==> config.mk <==
export PLATFORM = sky130hd
export DESIGN_NAME = pkt_page_alloc
export DESIGN_NICKNAME = d
export VERILOG_FILES = /design/src/rtl/pkt_page_alloc_pkg.sv /design/src/rtl/pkt_page_alloc_fsm.sv /design/src/rtl/sd_fifo_s.sv /design/src/rtl/sd_iohalf.sv /design/src/rtl/pkt_page_alloc.sv
export SDC_FILE = /design/constraint.sdc
export NUM_CORES = 1
export LEC_CHECK = 0
export CORE_MARGIN = 3
export CORE_UTILIZATION = 45
export DETAILED_ROUTE_END_ITERATION = 10
export GPL_ROUTABILITY_DRIVEN = 0
export PLACE_DENSITY = 0.86
export SYNTH_ARGS = -nofsm -noshare
export SYNTH_HDL_FRONTEND = slang
export SYNTH_HIERARCHICAL = 1
export SYNTH_SLANG_ARGS = --single-unit
==> constraint.sdc <==
create_clock -name clk -period 6.3 [get_ports clk]
set_clock_uncertainty 0.15 [all_clocks]
set_input_delay 1.89 -clock clk [delete_from_list [all_inputs] [get_ports clk]]
set_output_delay 1.89 -clock clk [all_outputs]
set_load 0.03 [all_outputs]
==> src/rtl/pkt_page_alloc_pkg.sv <==
// Shared definitions for the packet page allocator: default widths, link-end encoding, FSM states.
// Page-buffer write address layout is {page, line}, with the page in the upper PG_ASZ bits.
package pkt_page_alloc_pkg;

    localparam int DEF_DW       = 64;
    localparam int DEF_PG_ASZ   = 8;
    localparam int DEF_LN_ASZ   = 2;
    localparam int DEF_PF_DEPTH = 4;

    localparam logic LNP_MORE = 1'b0;
    localparam logic LNP_END  = 1'b1;

    typedef enum logic [2:0] {
        ST_IDLE,
        ST_DATA,
        ST_LINK,
        ST_TERM,
        ST_REPORT,
        ST_RETURN
    } state_e;

endpackage

==> src/rtl/pkt_page_alloc_fsm.sv <==
// Packet sequencing FSM with page/line counters: places words into pages, links pages, reports or returns chains.
// crx_drdy only in DATA with an empty write buffer; the tail link waits for that buffer to drain.
module pkt_page_alloc_fsm
    import pkt_page_alloc_pkg::*;
#(
    parameter int PG_ASZ = DEF_PG_ASZ,
    parameter int LN_ASZ = DEF_LN_ASZ
) (
    input  logic              clk,
    input  logic              rst,
    input  logic              pg_vld,
    input  logic [PG_ASZ-1:0] pg_dat,
    output logic              pg_pop,
    input  logic              crx_srdy,
    output logic              crx_drdy,
    input  logic              crx_eop,
    input  logic              crx_commit,
    input  logic              crx_abort,
    input  logic              ob_rdy,
    output logic              wr_vld,
    output logic [PG_ASZ-1:0] wr_page,
    output logic [LN_ASZ-1:0] wr_line,
    output logic              lnp_srdy,
    input  logic              lnp_drdy,
    output logic [PG_ASZ-1:0] lnp_cur,
    output logic [PG_ASZ-1:0] lnp_nxt,
    output logic              lnp_end,
    output logic              a2f_srdy,
    input  logic              a2f_drdy,
    output logic              ret_srdy,
    input  logic              ret_drdy,
    output logic [PG_ASZ-1:0] chain_start,
    output logic [PG_ASZ-1:0] chain_end
);
    state_e            state_q, state_d;
    logic [PG_ASZ-1:0] start_pg_q, start_pg_d, cur_pg_q, cur_pg_d;
    logic [LN_ASZ-1:0] line_q, line_d;
    logic              drop_q, drop_d;

    assign wr_vld      = crx_srdy & crx_drdy;
    assign wr_page     = cur_pg_q;
    assign wr_line     = line_q;
    assign lnp_cur     = cur_pg_q;
    assign chain_start = start_pg_q;
    assign chain_end   = cur_pg_q;

    always_ff @(posedge clk or posedge rst) begin
        if (rst) begin
            state_q    <= ST_IDLE;
            start_pg_q <= '0;
            cur_pg_q   <= '0;
            line_q     <= '0;
            drop_q     <= 1'b0;
        end else begin
            state_q    <= state_d;
            start_pg_q <= start_pg_d;
            cur_pg_q   <= cur_pg_d;
            line_q     <= line_d;
            drop_q     <= drop_d;
        end
    end

    always_comb begin
        state_d    = state_q;
        start_pg_d = start_pg_q;
        cur_pg_d   = cur_pg_q;
        line_d     = line_q;
        drop_d     = drop_q;
        case (state_q)
            ST_IDLE: if (pg_vld) begin
                start_pg_d = pg_dat;
                cur_pg_d   = pg_dat;
                line_d     = '0;
                state_d    = ST_DATA;
            end
            ST_DATA: if (crx_srdy && ob_rdy) begin
                line_d = line_q + LN_ASZ'(1);
                // eop always terminates, even on the last line, so no spare page is taken
                if (crx_eop) begin
                    drop_d  = crx_abort | !crx_commit;
                    state_d = ST_TERM;
                end else if (line_q == '1) begin
                    state_d = ST_LINK;
                end
            end
            ST_LINK: if (pg_vld && lnp_drdy) begin
                cur_pg_d = pg_dat;
                line_d   = '0;
                state_d  = ST_DATA;
            end
            ST_TERM:   if (ob_rdy && lnp_drdy) state_d = drop_q ? ST_RETURN : ST_REPORT;
            ST_REPORT: if (a2f_drdy) state_d = ST_IDLE;
            ST_RETURN: if (ret_drdy) state_d = ST_IDLE;
            default:   state_d = ST_IDLE;
        endcase
    end

    always_comb begin
        pg_pop   = 1'b0;
        crx_drdy = 1'b0;
        lnp_srdy = 1'b0;
        lnp_nxt  = '0;
        lnp_end  = LNP_MORE;
        a2f_srdy = 1'b0;
        ret_srdy = 1'b0;
        case (state_q)
            ST_IDLE: pg_pop = pg_vld;
            ST_DATA: crx_drdy = ob_rdy;
            ST_LINK: begin
                lnp_srdy = pg_vld;
                lnp_nxt  = pg_dat;
                pg_pop   = pg_vld & lnp_drdy;
            end
            ST_TERM: begin
                lnp_srdy = ob_rdy;
                lnp_end  = LNP_END;
            end
            ST_REPORT: a2f_srdy = 1'b1;
            ST_RETURN: ret_srdy = 1'b1;
            default: ;
        endcase
    end

endmodule

==> src/rtl/sd_fifo_s.sv <==
// Synchronous show-ahead FIFO with srdy/drdy ports; data visible the cycle after push.
// c_drdy drops when full and p_srdy drops when empty; neither depends on the opposite port.
module sd_fifo_s #(
    parameter int WIDTH = 8,
    parameter int DEPTH = 4
) (
    input  logic             clk,
    input  logic             rst,
    input  logic             c_srdy,
    output logic             c_drdy,
    input  logic [WIDTH-1:0] c_data,
    output logic             p_srdy,
    input  logic             p_drdy,
    output logic [WIDTH-1:0] p_data
);
    localparam int AW = (DEPTH > 1) ? $clog2(DEPTH) : 1;
    localparam int CW = $clog2(DEPTH + 1);

    logic [WIDTH-1:0] mem_q [DEPTH];
    logic [AW-1:0]    wr_ptr_q, wr_ptr_d, rd_ptr_q, rd_ptr_d;
    logic [CW-1:0]    cnt_q, cnt_d;
    logic             push, pop;

    function automatic logic [AW-1:0] ptr_inc(input logic [AW-1:0] p);
        return (p == AW'(DEPTH - 1)) ? '0 : p + AW'(1);
    endfunction

    assign c_drdy = (cnt_q != CW'(DEPTH));
    assign p_srdy = (cnt_q != '0);
    assign push   = c_srdy & c_drdy;
    assign pop    = p_srdy & p_drdy;
    assign p_data = mem_q[rd_ptr_q];

    always_comb begin
        wr_ptr_d = push ? ptr_inc(wr_ptr_q) : wr_ptr_q;
        rd_ptr_d = pop  ? ptr_inc(rd_ptr_q) : rd_ptr_q;
        cnt_d    = cnt_q;
        if (push && !pop)
            cnt_d = cnt_q + CW'(1);
        else if (!push && pop)
            cnt_d = cnt_q - CW'(1);
    end

    always_ff @(posedge clk or posedge rst) begin
        if (rst) begin
            wr_ptr_q <= '0;
            rd_ptr_q <= '0;
            cnt_q    <= '0;
        end else begin
            wr_ptr_q <= wr_ptr_d;
            rd_ptr_q <= rd_ptr_d;
            cnt_q    <= cnt_d;
        end
    end

    always_ff @(posedge clk) begin
        if (push)
            mem_q[wr_ptr_q] <= c_data;
    end

endmodule

==> src/rtl/sd_iohalf.sv <==
// One-entry half buffer: one cycle in-to-out latency, one word per two cycles.
// c_drdy is simply "empty", so the producer side never sees the consumer's drdy combinationally.
module sd_iohalf #(
    parameter int WIDTH = 8
) (
    input  logic             clk,
    input  logic             rst,
    input  logic             c_srdy,
    output logic             c_drdy,
    input  logic [WIDTH-1:0] c_data,
    output logic             p_srdy,
    input  logic             p_drdy,
    output logic [WIDTH-1:0] p_data
);
    logic             full_q, full_d;
    logic [WIDTH-1:0] data_q, data_d;

    assign c_drdy = !full_q;
    assign p_srdy = full_q;
    assign p_data = data_q;

    always_comb begin
        full_d = full_q ? !p_drdy : c_srdy;
        data_d = (!full_q && c_srdy) ? c_data : data_q;
    end

    always_ff @(posedge clk or posedge rst) begin
        if (rst) begin
            full_q <= 1'b0;
            data_q <= '0;
        end else begin
            full_q <= full_d;
            data_q <= data_d;
        end
    end

endmodule

==> src/rtl/pkt_page_alloc.sv <==
// Packet-to-page allocator: prefetches free pages, writes words to {page,line}, links pages, reports or returns chains.
// Write latency one cycle via a half buffer (1 word / 2 cycles); every srdy holds until accepted.
module pkt_page_alloc
    import pkt_page_alloc_pkg::*;
#(
    parameter int DW       = DEF_DW,
    parameter int PG_ASZ   = DEF_PG_ASZ,
    parameter int LN_ASZ   = DEF_LN_ASZ,
    parameter int PF_DEPTH = DEF_PF_DEPTH
) (
    input  logic                     clk,
    input  logic                     reset,
    input  logic                     crx_srdy,
    output logic                     crx_drdy,
    input  logic [DW-1:0]            crx_data,
    input  logic                     crx_eop,
    input  logic                     crx_commit,
    input  logic                     crx_abort,
    output logic                     par_srdy,
    input  logic                     par_drdy,
    input  logic                     parr_srdy,
    output logic                     parr_drdy,
    input  logic [PG_ASZ-1:0]        parr_page,
    output logic                     lnp_srdy,
    input  logic                     lnp_drdy,
    output logic [PG_ASZ-1:0]        lnp_cur,
    output logic [PG_ASZ-1:0]        lnp_nxt,
    output logic                     lnp_end,
    output logic                     pbra_srdy,
    input  logic                     pbra_drdy,
    output logic [PG_ASZ+LN_ASZ-1:0] pbra_addr,
    output logic [DW-1:0]            pbra_data,
    output logic                     a2f_srdy,
    input  logic                     a2f_drdy,
    output logic [PG_ASZ-1:0]        a2f_start,
    output logic [PG_ASZ-1:0]        a2f_end,
    output logic                     ret_srdy,
    input  logic                     ret_drdy,
    output logic [PG_ASZ-1:0]        ret_start,
    output logic [PG_ASZ-1:0]        ret_end
);
    localparam int PCW = $clog2(PF_DEPTH + 1);
    localparam int OBW = PG_ASZ + LN_ASZ + DW;

    logic [PCW-1:0]    pcount_q, pcount_d;
    logic              en_q, en_d;
    logic              fifo_c_drdy, pg_vld, pg_pop;
    logic [PG_ASZ-1:0] pg_dat, wr_page, chain_start, chain_end;
    logic [LN_ASZ-1:0] wr_line;
    logic              ob_rdy, wr_vld;
    logic [OBW-1:0]    ob_pdat;

    // en_q keeps every handshake output low while reset is held and for the first cycle after
    assign par_srdy  = en_q & (pcount_q < PCW'(PF_DEPTH));
    assign parr_drdy = en_q & fifo_c_drdy;
    assign pbra_addr = ob_pdat[DW +: PG_ASZ+LN_ASZ];
    assign pbra_data = ob_pdat[DW-1:0];
    assign a2f_start = chain_start;
    assign a2f_end   = chain_end;
    assign ret_start = chain_start;
    assign ret_end   = chain_end;

    // pcount covers FIFO occupancy plus requests in flight, so the FIFO cannot overflow
    always_comb begin
        en_d     = 1'b1;
        pcount_d = pcount_q;
        case ({par_srdy & par_drdy, pg_pop})
            2'b10:   pcount_d = pcount_q + PCW'(1);
            2'b01:   pcount_d = pcount_q - PCW'(1);
            default: pcount_d = pcount_q;
        endcase
    end

    always_ff @(posedge clk or posedge reset) begin
        if (reset) begin
            pcount_q <= '0;
            en_q     <= 1'b0;
        end else begin
            pcount_q <= pcount_d;
            en_q     <= en_d;
        end
    end

    sd_fifo_s #(.WIDTH(PG_ASZ), .DEPTH(PF_DEPTH)) u_pf_fifo (
        .clk    (clk),
        .rst    (reset),
        .c_srdy (parr_srdy & en_q),
        .c_drdy (fifo_c_drdy),
        .c_data (parr_page),
        .p_srdy (pg_vld),
        .p_drdy (pg_pop),
        .p_data (pg_dat)
    );

    sd_iohalf #(.WIDTH(OBW)) u_obuf (
        .clk    (clk),
        .rst    (reset),
        .c_srdy (wr_vld),
        .c_drdy (ob_rdy),
        .c_data ({wr_page, wr_line, crx_data}),
        .p_srdy (pbra_srdy),
        .p_drdy (pbra_drdy),
        .p_data (ob_pdat)
    );

    pkt_page_alloc_fsm #(.PG_ASZ(PG_ASZ), .LN_ASZ(LN_ASZ)) u_fsm (
        .clk         (clk),
        .rst         (reset),
        .pg_vld      (pg_vld),
        .pg_dat      (pg_dat),
        .pg_pop      (pg_pop),
        .crx_srdy    (crx_srdy),
        .crx_drdy    (crx_drdy),
        .crx_eop     (crx_eop),
        .crx_commit  (crx_commit),
        .crx_abort   (crx_abort),
        .ob_rdy      (ob_rdy),
        .wr_vld      (wr_vld),
        .wr_page     (wr_page),
        .wr_line     (wr_line),
        .lnp_srdy    (lnp_srdy),
        .lnp_drdy    (lnp_drdy),
        .lnp_cur     (lnp_cur),
        .lnp_nxt     (lnp_nxt),
        .lnp_end     (lnp_end),
        .a2f_srdy    (a2f_srdy),
        .a2f_drdy    (a2f_drdy),
        .ret_srdy    (ret_srdy),
        .ret_drdy    (ret_drdy),
        .chain_start (chain_start),
        .chain_end   (chain_end)
    );

endmodule

======== After elaboration in Yosys (flattened, before gate mapping) ========
Memories as Yosys holds them, arrays and structs flattened.
Cells that the tools add are included.
storage, ports and cells
  input port bits ......................... 84
  flip-flop bits (word level) ............. 108
  memories ................................ 1
  word-level logic and storage cells ...... 102
  RAM bits ................................ 32
  output and inout bits ................... 130
cells by class
  reduce and logical (&&, ||, !) cells .... 22
  magnitude comparators ................... 1
  add/sub/neg operators ................... 7
  multiplexer cells ....................... 32
  bitwise logic cells ..................... 9
  equal/unequal tests ..................... 18
memories
  memory           depth  width  rd ports  clocked after memory_dff  wr ports  RTL line         text
  u_pf_fifo.mem_q  4      8      1         0                         1         sd_fifo_s.sv:19  logic [WIDTH-1:0] mem_q [DEPTH];
operators by type and width
  cell                 number
  $mux 3               10
  $mux 8               3
  $pmux 3 s6           1
  $pmux 8 s2           1
  $mux 2               5
  $and 1x1->1          8
  $eq 2x2->1 const B   4
  $mux 1               8
  $ne 2x1->1 const B   4
  $reduce_and 7->1     1
  $add 2x1->2 const B  3
  $add 3x1->3 const B  2
  $eq 3x2->1 const B   2
  $eq 3x3->1 const B   2
  $logic_and 1x1->1    6
  $pmux 2 s3           1
  $pmux 3 s2           1
  $reduce_and 3->1     2
  $reduce_bool 2->1    3
  $reduce_bool 3->1    2
  $sub 3x1->3 const B  2
  $logic_not 1->1      5
  $ne 2x2->1 const B   2
  $pmux 1 s2           2
  9 further kinds      9

======== Longest topological paths before layout ========
  depth in word-level cells ............... 7
  depth in mapped cells ................... 11
  depth with buffers taken out ............ 10

======== By module ========
Netlist, hierarchy kept.
by module, submodules not included
  module              times used  cells an instance  seq. area each (µm²)  area an instance (µm²)
  sd_iohalf           1           161                1876.8                3057.9
  sd_fifo_s           1           80                 1136.1                1602.8
  pkt_page_alloc_fsm  1           108                550.5                 1266.2
  pkt_page_alloc      1           37                 100.1                 332.8

======== Least setup slack after synthesis ========
No wires, ideal clock.
  kind .................................... reg-to-output
  start point ............................. register u_fsm.state_q[0]
  end point ............................... output port lnp_srdy
  path buffers ............................ 1
  setup slack ............................. 2.470 ns
  cell stages (with the launch flop) ...... 5
  arrival ................................. 1.790 ns
  data required time ...................... 4.260 ns
  cells stage by stage .................... dfrtp_1 -> clkbuf_8 -> inv_2 -> nor3_1 -> a22o_1
on the way
  cells in the longest elaborated chain, start to end .. 2
  elaborated cells between the ends (all ways) .. 3
  classes of those cells .................. eq/ne (2); mux (1)
RTL lines
  what                    RTL line                   text
  from (decl)             pkt_page_alloc_fsm.sv:35   state_e state_q, state_d;
  from (signal assigned)  pkt_page_alloc_fsm.sv:55   state_q <= state_d;
  $eq 3x2->1              pkt_page_alloc_fsm.sv:106  case (state_q)
  $pmux 1 s2 (*)          pkt_page_alloc_fsm.sv:106
  to (decl)               pkt_page_alloc.sv:24       output logic lnp_srdy,
Mark *: on every way between the ends. The rest lies on a longest branch, timed or not.

======== Worst setup path in the final report ========
  start point ............................. register u_pf_fifo.rd_ptr_q[0]
  end point ............................... output port lnp_nxt[0]
on the way
  cells in the longest elaborated chain, start to end .. 2
RTL lines
  what                    RTL line                   text
  from (decl)             sd_fifo_s.sv:20            logic [AW-1:0] wr_ptr_q, wr_ptr_d, rd_ptr_q, rd_ptr_d;
  from (signal assigned)  sd_fifo_s.sv:51            rd_ptr_q <= rd_ptr_d;
  $mem_v2 4x8             --
  named net pg_dat[0]     pkt_page_alloc.sv:48       logic [PG_ASZ-1:0] pg_dat, wr_page, chain_start, chain_end;
  $mux 8                  pkt_page_alloc_fsm.sv:106
  to (decl)               pkt_page_alloc.sv:27       output logic [PG_ASZ-1:0] lnp_nxt,
The timed path passes the listed nets, and every way through them passes these cells.

==> reports/metrics.cfg <==
[status]
status=finished clean

[floorplanning]
die_h_um=124
core_um2=13400
die_w_um=124
die_area_um2=15400
num_io_pins=214
start_util_pct=46.7
num_rows=42

[yosys]
synthFlopType=dfrtp_1
synth_common_cells=dfrtp_1, mux2_4, mux2_2, buf_4, edfxtp_1
syn_avg_cell_area_um2=16.2
synth.area.top_cells=dfrtp_1, edfxtp_1, mux2_4, mux2_2, buf_4
seq_area_frac_synth_pct=58.5
netlist.area_leader.share_pct=43.2
syn_area_um2=6260
syn_nets=480
syn_inst=386
synth-async-reset-ratio_pct=77.1
synth_edf_count=32
yosys.cell_types.count=48
ys_warn_count=6
synth_seq_cells=140
yosys.cell_count.top_type=dfrtp_1
synth_top_cell_by_area=dfrtp_1

[power_and_ir_drop]
power_density_nw_per_um2=639
finalPower_mw=5.63
vdd_drop_max_mv=0.348
p_leak_nw=3.64

[critical_path]
crit_path_end_kind=output port
path_max_fanout=11
critPathRequiredTime_ps=4260
crit_arrival_ps=2570
crit_path_start_kind=register
r2r_slack_ps=3250
worst-setup-path-type=reg2out

[placement]
place_inst=730
hpwl_um=11000
portBuffers=213
dpl_worst_slack_ps=1730
dpl-instance-area_um2=8220

[drt]
routed_wl_um=14800
wl_per_cell_um=19.4
drc=0
dr.pass1.iters=5
vias=3827
ant_nets=0
viasPerCell=5.03
dr.first_iter.drc_count=219

[timing]
relSlewSlack_pct=38.4
hold_viol=0
fmax_ghz=0.217
worst_pin_slew_ps=923
maxSlewViolCount=0
min_period_ps=4610
hold_ws_ps=337
setup_viol_count_final=0
rsz0062_at_grt=false
fin_crit_sh_pct=73.2
setup_tns_ps=0
fin_ws_ps=1690

[cts]
ctsHtreeMaxLevel=4
numCtsBuffers=17
clockBufferDepth=2
cts_resized=0
cts.sink_count=140
clkTransAtPathRegs_ps=50
cts_root_buf=clkbuf_16
cts_tree=done
ctsHoldBuffers=0
clock_latency_ps=410
cts_setup_buffers=0

[global_route]
antenna_found_initial=0
grt_use_total_pct=19.1
grt_pass1_wl_um=21800
grt_max_degree=76
grt_overflow=0
grt_pass1_vias=4024

[cells_and_area]
drive_gt1_share_pct=25.5
final_util_pct=65.7
fillers=940
final_cells=761
antenna_cells=0
syn2layout_area_growth_pct=40.7
stdcell_area_um2=8800
final_nets=667
multi_input_area_um2=2110
regArea_um2=3660

[flow_run]
drv_cap=0

[hold_path]
holdCritPathClass=reg2reg

## worst max-delay path: stages (launching register included)
cell             delay, ps
dfrtp_1                740
mux4_2                 640
and3_1                 190
clkdlybuf4s50_1        590
## worst paths after layout
check                                             startpoint                       endpoint  depth (start not counted)
hold reg to reg                      pcount_q[0]$_DFFE_PP0P_        pcount_q[0]$_DFFE_PP0P_                          1
hold / removal                       pcount_q[0]$_DFFE_PP0P_        pcount_q[0]$_DFFE_PP0P_                          1
setup reg to reg                u_fsm/state_q[2]$_DFFE_PP0P_        pcount_q[2]$_DFFE_PP0P_                          9
setup / recovery           u_pf_fifo/rd_ptr_q[0]$_DFFE_PP0P_                     lnp_nxt[0]                          3
max in group asynchronous                              reset  u_obuf/p_data[70]$_DFFE_PP0P_                          3
min in group asynchronous                              reset        pcount_q[1]$_DFFE_PP0P_                          2
## registers in the layout, indices dropped and copies added (netlist names)
| signal | flops |
|---|---|
| u_fsm/state_q | 3 |
| u_obuf/p_data | 74 |
| u_obuf/p_srdy | 1 |
| u_fsm/drop_q | 1 |
| u_fsm/wr_line | 2 |
| pcount_q | 3 |
| en_q | 1 |
| u_pf_fifo/wr_ptr_q | 2 |
| u_pf_fifo/mem_q | 32 |
| u_fsm/chain_start | 8 |
| u_pf_fifo/rd_ptr_q | 2 |
| u_pf_fifo/cnt_q | 3 |
| u_fsm/chain_end | 8 |
## where the power goes
part           leakage (nW)  switching, mW  internal (mW)  total, mW
Sequential             1.57          0.324           1.32       1.64
Clock                 0.280          0.361          0.613      0.975
Combinational          1.79           1.54           1.47       3.01
Total                  3.64           2.23           3.40       5.63
## cell families after synthesis
family / synth area share (%)
multiplexers: 23.7
other: 0.0599
adder cells (fa/ha/maj): 2.24
AO/OA/AOI/OAI: 2.78
flip-flops: 58.5
AND/OR/NAND/NOR: 4.12
XOR/XNOR: 0.839
buffers and inverters: 7.72
## per-layer routing
metal	global-route usage, %	vias up	wire length, um
li1	-	1714	-
met1	21.2	1920	5610
met2	33.7	167	7490
met3	6.90	26	1390
met4	7.26	0	300
met5	0	-	0
## final cells by class
class                           instances  area share (%)
Clock buffer                           21            5.36
Timing Repair Buffer                  215            24.5
Tap cell                              176            2.50
Multi-Input combinational cell        183            24.0
Inverter                               16           0.696
Sequential cell                       140            41.6
Clock inverter                         10            1.31
## cells in the final DEF (no fill, tap or decap), types with 2 or more instances in the layout
| cell | instances |
|---|---|
| nor2_1 | 9 |
| a21boi_2 | 2 |
| mux4_2 | 8 |
| clkdlybuf4s50_1 | 213 |
| fa_1 | 2 |
| clkinv_2 | 4 |
| nand2_1 | 3 |
| and2_1 | 6 |
| a2111oi_4 | 2 |
| clkbuf_16 | 18 |
| ha_1 | 8 |
| inv_1 | 14 |
| clkinvlp_4 | 3 |
| xnor2_1 | 2 |
| nor3_1 | 2 |
| dfrtp_1 | 108 |
| mux2_1 | 2 |
| bufinv_16 | 2 |
| clkbuf_1 | 2 |
| edfxtp_1 | 32 |
| a21oi_1 | 4 |
| a22o_1 | 2 |
| and3_1 | 10 |
| mux2_2 | 45 |
| mux2_4 | 51 |
| xor2_1 | 4 |
No activity file was read; power rests on OpenSTA's default activity.
